### src/rtl/hpdcache_wrr_sched_pkg.sv
// Shared definitions for the weighted round-robin packet scheduler.
package hpdcache_wrr_sched_pkg;

  localparam int unsigned HPDCACHE_WRR_DEFAULT_W = 3;

  // Index width for an N-way selection; a single requester still needs one bit.
  function automatic int unsigned wrr_idx_width(input int unsigned n);
    return (n > 1) ? $clog2(n) : 1;
  endfunction

endpackage

### src/rtl/hpdcache_prio_1hot_encoder.sv
// Fixed-priority encoder: keeps only the lowest-index set bit of val_i.
module hpdcache_prio_1hot_encoder #(
  parameter int unsigned N = 4
) (
  input  logic [N-1:0] val_i,
  output logic [N-1:0] val_o
);

  assign val_o = val_i & ~(val_i - N'(1));

endmodule

### src/rtl/hpdcache_wrr_sched_pick.sv
// Rotating-priority picker: first requester at or after start_i, wrapping to index 0.
module hpdcache_wrr_pick
  import hpdcache_wrr_sched_pkg::*;
#(
  parameter int unsigned N  = 4,
  parameter int unsigned IW = wrr_idx_width(N)
) (
  input  logic [N-1:0]  req_i,
  input  logic [IW-1:0] start_i,
  output logic [N-1:0]  gnt_o,
  output logic [IW-1:0] idx_o
);

  logic [N-1:0] mask;
  logic [N-1:0] req_masked;
  logic [N-1:0] gnt_masked;
  logic [N-1:0] gnt_unmasked;

  always_comb begin
    mask = '0;
    for (int unsigned i = 0; i < N; i++) begin
      mask[i] = (i >= 32'(start_i));
    end
  end

  assign req_masked = req_i & mask;

  // The masked half covers start..N-1; the unmasked half supplies the wrap-around.
  hpdcache_prio_1hot_encoder #(
    .N (N)
  ) i_enc_masked (
    .val_i (req_masked),
    .val_o (gnt_masked)
  );

  hpdcache_prio_1hot_encoder #(
    .N (N)
  ) i_enc_unmasked (
    .val_i (req_i),
    .val_o (gnt_unmasked)
  );

  assign gnt_o = (|req_masked) ? gnt_masked : gnt_unmasked;

  always_comb begin
    idx_o = '0;
    for (int unsigned i = 0; i < N; i++) begin
      if (gnt_o[i]) idx_o = idx_o | IW'(i);
    end
  end

endmodule

### src/rtl/hpdcache_wrr_sched.sv
// Weighted round-robin packet scheduler: grants lock for a whole packet and a
// requester may keep the resource for up to weight consecutive packets.
module hpdcache_wrr_sched
  import hpdcache_wrr_sched_pkg::*;
#(
  parameter  int unsigned N  = 4,
  parameter  int unsigned W  = HPDCACHE_WRR_DEFAULT_W,
  localparam int unsigned IW = wrr_idx_width(N)
) (
  input  logic           clk_i,
  input  logic           rst_ni,
  input  logic [N-1:0]   req_i,
  input  logic [N-1:0]   last_i,
  input  logic [N*W-1:0] weight_i,
  output logic [N-1:0]   gnt_o,
  output logic [IW-1:0]  gnt_idx_o,
  output logic           valid_o,
  input  logic           ready_i
);

  typedef enum logic [1:0] {
    ST_IDLE,
    ST_WAIT,
    ST_BURST
  } hpdcache_wrr_state_e;

  hpdcache_wrr_state_e state_q, state_d;
  logic [IW-1:0]       owner_q, owner_d;
  logic [W-1:0]        credit_q, credit_d;

  logic [IW-1:0] start_ptr;
  logic [N-1:0]  pick_1hot;
  logic [IW-1:0] pick_idx;
  logic [N-1:0]  owner_1hot;
  logic          any_req;
  logic          sticky;
  logic [IW-1:0] winner;
  logic [N-1:0]  winner_1hot;
  logic [W-1:0]  weight_a [N];
  logic [W-1:0]  load_val;
  logic [W-1:0]  credit_base;
  logic [N-1:0]  gnt;
  logic [IW-1:0] gnt_idx;
  logic          valid;
  logic          acc;
  logic          pend;

  assign any_req    = |req_i;
  assign owner_1hot = N'(1) << owner_q;
  assign start_ptr  = (owner_q == IW'(N - 1)) ? '0 : owner_q + IW'(1);

  hpdcache_wrr_pick #(
    .N  (N),
    .IW (IW)
  ) i_pick (
    .req_i   (req_i),
    .start_i (start_ptr),
    .gnt_o   (pick_1hot),
    .idx_o   (pick_idx)
  );

  // A non-sticky win always differs from owner_q or finds credit exhausted,
  // so !sticky alone decides whether the quota is reloaded.
  assign sticky      = (credit_q != '0) && req_i[owner_q];
  assign winner      = sticky ? owner_q : pick_idx;
  assign winner_1hot = sticky ? owner_1hot : pick_1hot;

  always_comb begin
    for (int unsigned k = 0; k < N; k++) begin
      weight_a[k] = weight_i[k*W +: W];
    end
  end

  assign load_val = (weight_a[winner] == '0) ? W'(1) : weight_a[winner];

  always_comb begin
    gnt     = owner_1hot;
    gnt_idx = owner_q;
    if (state_q == ST_IDLE) begin
      gnt     = any_req ? winner_1hot : '0;
      gnt_idx = any_req ? winner : owner_q;
    end
  end

  assign valid = |(gnt & req_i);
  assign acc   = valid & ready_i;
  assign pend  = acc & (|(gnt & last_i));

  always_comb begin
    state_d     = state_q;
    owner_d     = owner_q;
    credit_base = credit_q;
    unique case (state_q)
      ST_IDLE: begin
        if (any_req) begin
          owner_d = winner;
          if (!sticky) credit_base = load_val;
          if (!acc)      state_d = ST_WAIT;
          else if (pend) state_d = ST_IDLE;
          else           state_d = ST_BURST;
        end
      end
      ST_WAIT: begin
        if (acc) state_d = pend ? ST_IDLE : ST_BURST;
      end
      ST_BURST: begin
        if (pend) state_d = ST_IDLE;
      end
      default: state_d = ST_IDLE;
    endcase
    credit_d = (pend && (credit_base != '0)) ? credit_base - W'(1) : credit_base;
  end

  always_ff @(posedge clk_i or negedge rst_ni) begin
    if (!rst_ni) begin
      state_q  <= ST_IDLE;
      owner_q  <= IW'(N - 1);
      credit_q <= '0;
    end else begin
      state_q  <= state_d;
      owner_q  <= owner_d;
      credit_q <= credit_d;
    end
  end

  assign gnt_o     = gnt;
  assign gnt_idx_o = gnt_idx;
  assign valid_o   = valid;

`ifndef HPDCACHE_ASSERT_OFF
  gnt_onehot_a : assert property (@(posedge clk_i) disable iff (!rst_ni)
    $onehot0(gnt_o));

  gnt_stable_a : assert property (@(posedge clk_i) disable iff (!rst_ni)
    (state_q != ST_IDLE) |-> $stable(gnt_o));

  owner_req_held_a : assert property (@(posedge clk_i) disable iff (!rst_ni)
    (state_q != ST_IDLE) |-> req_i[owner_q]);
`endif

endmodule

### config.mk
export PLATFORM = sky130hd
export DESIGN_NAME = hpdcache_wrr_sched
export DESIGN_NICKNAME = d
export VERILOG_FILES = /design/src/rtl/hpdcache_wrr_sched_pkg.sv /design/src/rtl/hpdcache_prio_1hot_encoder.sv /design/src/rtl/hpdcache_wrr_sched_pick.sv /design/src/rtl/hpdcache_wrr_sched.sv
export SDC_FILE = /design/constraint.sdc
export NUM_CORES = 1
export LEC_CHECK = 0
export ABC_AREA = 1
export ABC_CLOCK_PERIOD_IN_PS = 3500
export CAP_MARGIN = 20
export CORE_MARGIN = 5
export CORE_UTILIZATION = 48
export DETAILED_ROUTE_END_ITERATION = 7
export PLACE_DENSITY = 0.87
export SYNTH_ARGS = -nofsm -noshare
export SYNTH_HDL_FRONTEND = slang
export SYNTH_SLANG_ARGS = --single-unit
### constraint.sdc
create_clock -name clk_i -period 3.5 [get_ports clk_i]
set_input_delay 0.7 -clock clk_i [delete_from_list [all_inputs] [get_ports clk_i]]
set_output_delay 0.7 -clock clk_i [all_outputs]
set_load 0.01 [all_outputs]
==> key figures <==
Placed design
  – Routability-driven placement congestion ratio: between 0.9 and 1
  – Placed cell count: between 200 and 250
  – I/O Buffers: 29
  – Hpwl dp: ~2.4 mm

Die
  – FP Rows: 17
  – Core area: around 2200 um^2
  – DIE AREA: between 3000 and 4000 um^2
  – Initial Utilization: 0.4994
  – Die W: 57.98 um
  – Die height: approximately 58 um
  – I/O pins: 30

Route
  – Final wirelength: ~3 mm
  – WL per Instance: ~12 um
  – Vias per cell: approximately 5.1
  – Via count: 1223
  – # DRC: 0
  – DRT Pass-1 Iters: 4
  – Initial DRC Count: 25
  – ANT nets after route: 0

Logic synthesis
  – Sequential area share after synthesis: 0.1608
  – Ys flop type: dfrtp_1
  – Synth Cell Area: ~1100 um^2
  – Ys async rst share: 1.000
  – Synth Area per Inst: roughly 6.4 um^2
  – Post-Synthesis Cells: ~170
  – Seq cells post-synth: 7
  – Syn nets: a little over 200
  – Number of synthesized flops with an enable pin: 0
  – Post-synth cell types: 26
  – Syn. warnings: 0

Critical path
  – R2r worst-path depth: 21
  – Worst R2R Start: owner_q[1]
  – Worst EP arrival: roughly 2.7 ns
  – Setup CP Type: in -> out
  – Worst EP required: ~2.8 ns
  – Critical-path cell list: clkdlybuf4s50_1 -> inv_2 -> nand2_1 -> nand3_1 -> nand2_4 -> nand2_8 -> inv_1 -> nor2_4 -> o21ai_0 -> inv_1 -> clkdlybuf4s50_1
  – R2R Path End: credit_q[0]
  – Highest cell delay on the worst timing path: about 0.55 ns
  – CP Launch Type: primary input
  – Max Fanout on Critical Path: 10
  – Worst setup EP type: output pin
  – Slowest cell on the critical path: clkdlybuf4s50_1
  – FF-to-FF setup slack: about 0.43 ns

STA
  – # setup viols final: 0
  – Worst-margin pin slew: a little over 0.3 ns
  – Clock Skew: approximately 0.00020 ns
  – Achievable frequency: 293.7 MHz
  – Fin. max-slew vios: 0
  – Slew headroom: 0.7947
  – Period utilization: 0.9727
  – Tmin final: 3.405 ns
  – Hold Fails Final Rpt: 0

Clocking
  – Max H-tree Level: 1
  – Clk_lat worst skew: around 0.24 ns
  – Num CTS Buffers: 3
  – Clk Tree Root Cell: clkbuf_4
  – CTS tree: yes
  – Clk slew on worst S/H paths: 0.05 ns
  – Num Clock Sinks: 7
  – Post-CTS Hold Buffers: 0
  – Bufs on Longest Clock Path: 2

Status
  – Status: finished, final reports clean

Power and ir drop
  – Worst vdd ir: 0.0006371 V
  – Power per Cell Area: approximately 1000 nW/um^2
  – Pwr Total: approximately 1600 uW
  – Leak: roughly 0.00082 uW

Final layout
  – Nets@finish: between 200 and 250
  – Fill cells: around 200
  – Area grow syn2layout: 37.60%
  – Number of non-filler instances in the completed layout: between 200 and 250
  – Layout cells sized above 1: 0.2406
  – ANT cells: 0

Global route
  – Number of global-route vias before repair: 1206
  – Largest net degree at the start of global routing: 11
  – Global-route wire length before repair: roughly 4.8 mm
  – GR Overflow Total: 0
  – Total Routing Usage GR: 0.1765
  – Initial antenna violation count: 0

Worst hold path
  – Worst Hold Depth: 2
  – HP Start: state_q[1]
  – Hold EP: state_q[1]
  – Hold WC Path Type: reg -> reg

Job
  – Max capacitance violation total: 0
[cell families after synthesis]
group,after synthesis,share of synthesized area
flip-flops,7,0.1608
AO/OA/AOI/OAI,11,0.06456
AND/OR/NAND/NOR,109,0.5628
buffers and inverters,39,0.1325
adder cells (fa/ha/maj),7,0.07927
[per-layer routing]
| metal | wire length [um] | global-route usage |
|---|---|---|
| met5 | 0 | 0 |
| met4 | 44 | 0.07285 |
| met3 | 111 | 0.03118 |
| met2 | 1638 | 0.3290 |
| met1 | 1199 | 0.1941 |
[worst max path at each step]
stage / startpoint / endpoint
2_1_floorplan: owner_q[1] / credit_q[0]
3_3_place_gp: req_i[1] / valid_o
3_5_place_dp: req_i[0] / gnt_idx_o[0]
4_1_cts: req_i[0] / gnt_idx_o[0]
5_1_grt: req_i[0] / gnt_idx_o[1]
6_report: req_i[3] / gnt_idx_o[1]
[cell type report]
cell class,instances,area (um^2),area share
inverters,39,146.4,0.09630
flip-flops and latches,7,177.7,0.1169
repair buffers,35,340.3,0.2239
clock buffers,4,26.28,0.01728
well taps,28,35.03,0.02305
multi-input cells,127,794.5,0.5226
[report_power, final]
group          switching [uW]  leakage (uW)  internal, uW
logic                     815      0.000726           535
clock network            27.0     0.0000150          43.3
registers                35.9     0.0000804           133
total                     878      0.000822           711
[stage by stage]
| stage | hold slack [ns] | util | setup slack (ns) | TNS [ns] | instance area [um^2] |
|---|---|---|---|---|---|
| 2_1_floorplan | 0.4044 | - | 0.7883 | 0 | 1105 |
| 3_3_place_gp | 0.4920 | 0.6533 | 0.1050 | 0 | 1445 |
| 3_5_place_dp | 0.5046 | 0.6533 | 0.03510 | 0 | 1445 |
| 4_1_cts | 0.5148 | 0.6652 | 0.01888 | 0 | 1471 |
| 5_1_grt | 0.5694 | 0.6872 | -0.02254 | -0.02254 | 1520 |
| 6_report | 0.5087 | 0.6872 | 0.09549 | 0 | 1520 |
[worst max-delay path: cells and delay by family]
| family | cells | cell delay (ns) |
|---|---|---|
| buf+inv | 5 | 1.34 |
| compound gates | 1 | 0.10 |
| simple gates | 5 | 0.56 |
[cell usage after synthesis, types with 3 or more instances]
| master | number | area [um^2] |
|---|---|---|
| inv_1 | 30 | 112.6 |
| nand3_2 | 4 | 40.04 |
| nand2_1 | 45 | 168.9 |
| nand2_2 | 4 | 25.02 |
| dfrtp_1 | 5 | 125.1 |
| nor2_4 | 5 | 56.30 |
| ha_1 | 7 | 87.58 |
| nand2_4 | 3 | 33.78 |
| nand3_1 | 27 | 135.1 |
| nor2_1 | 7 | 26.28 |
| nand3b_1 | 3 | 22.52 |
| inv_2 | 9 | 33.78 |
| nor2_2 | 5 | 31.28 |
[what timing repair did]
| item | in CTS | in global routing |
|---|---|---|
| gates resized for setup | 0 | 5 |
| endpoints found under the setup margin | 0 | 3 |
| setup buffers | 0 | 4 |
[flip-flops by register name (all words and copies together), names as in the netlist]
| signal | count |
|---|---|
| credit_q | 3 |
| owner_q | 2 |
| state_q | 2 |
[layout by cell type, fill, tap and decap left out, drive strengths merged, types with 3 or more instances in the layout]
cell type      count
buf                6
clkdlybuf4s50     27
nand3             33
nand2             53
clkbuf             4
o21ai              6
nor2              17
nand3b             3
inv               39
ha                 7
dfrtp              5
No activity file was read; power rests on OpenSTA's default activity.
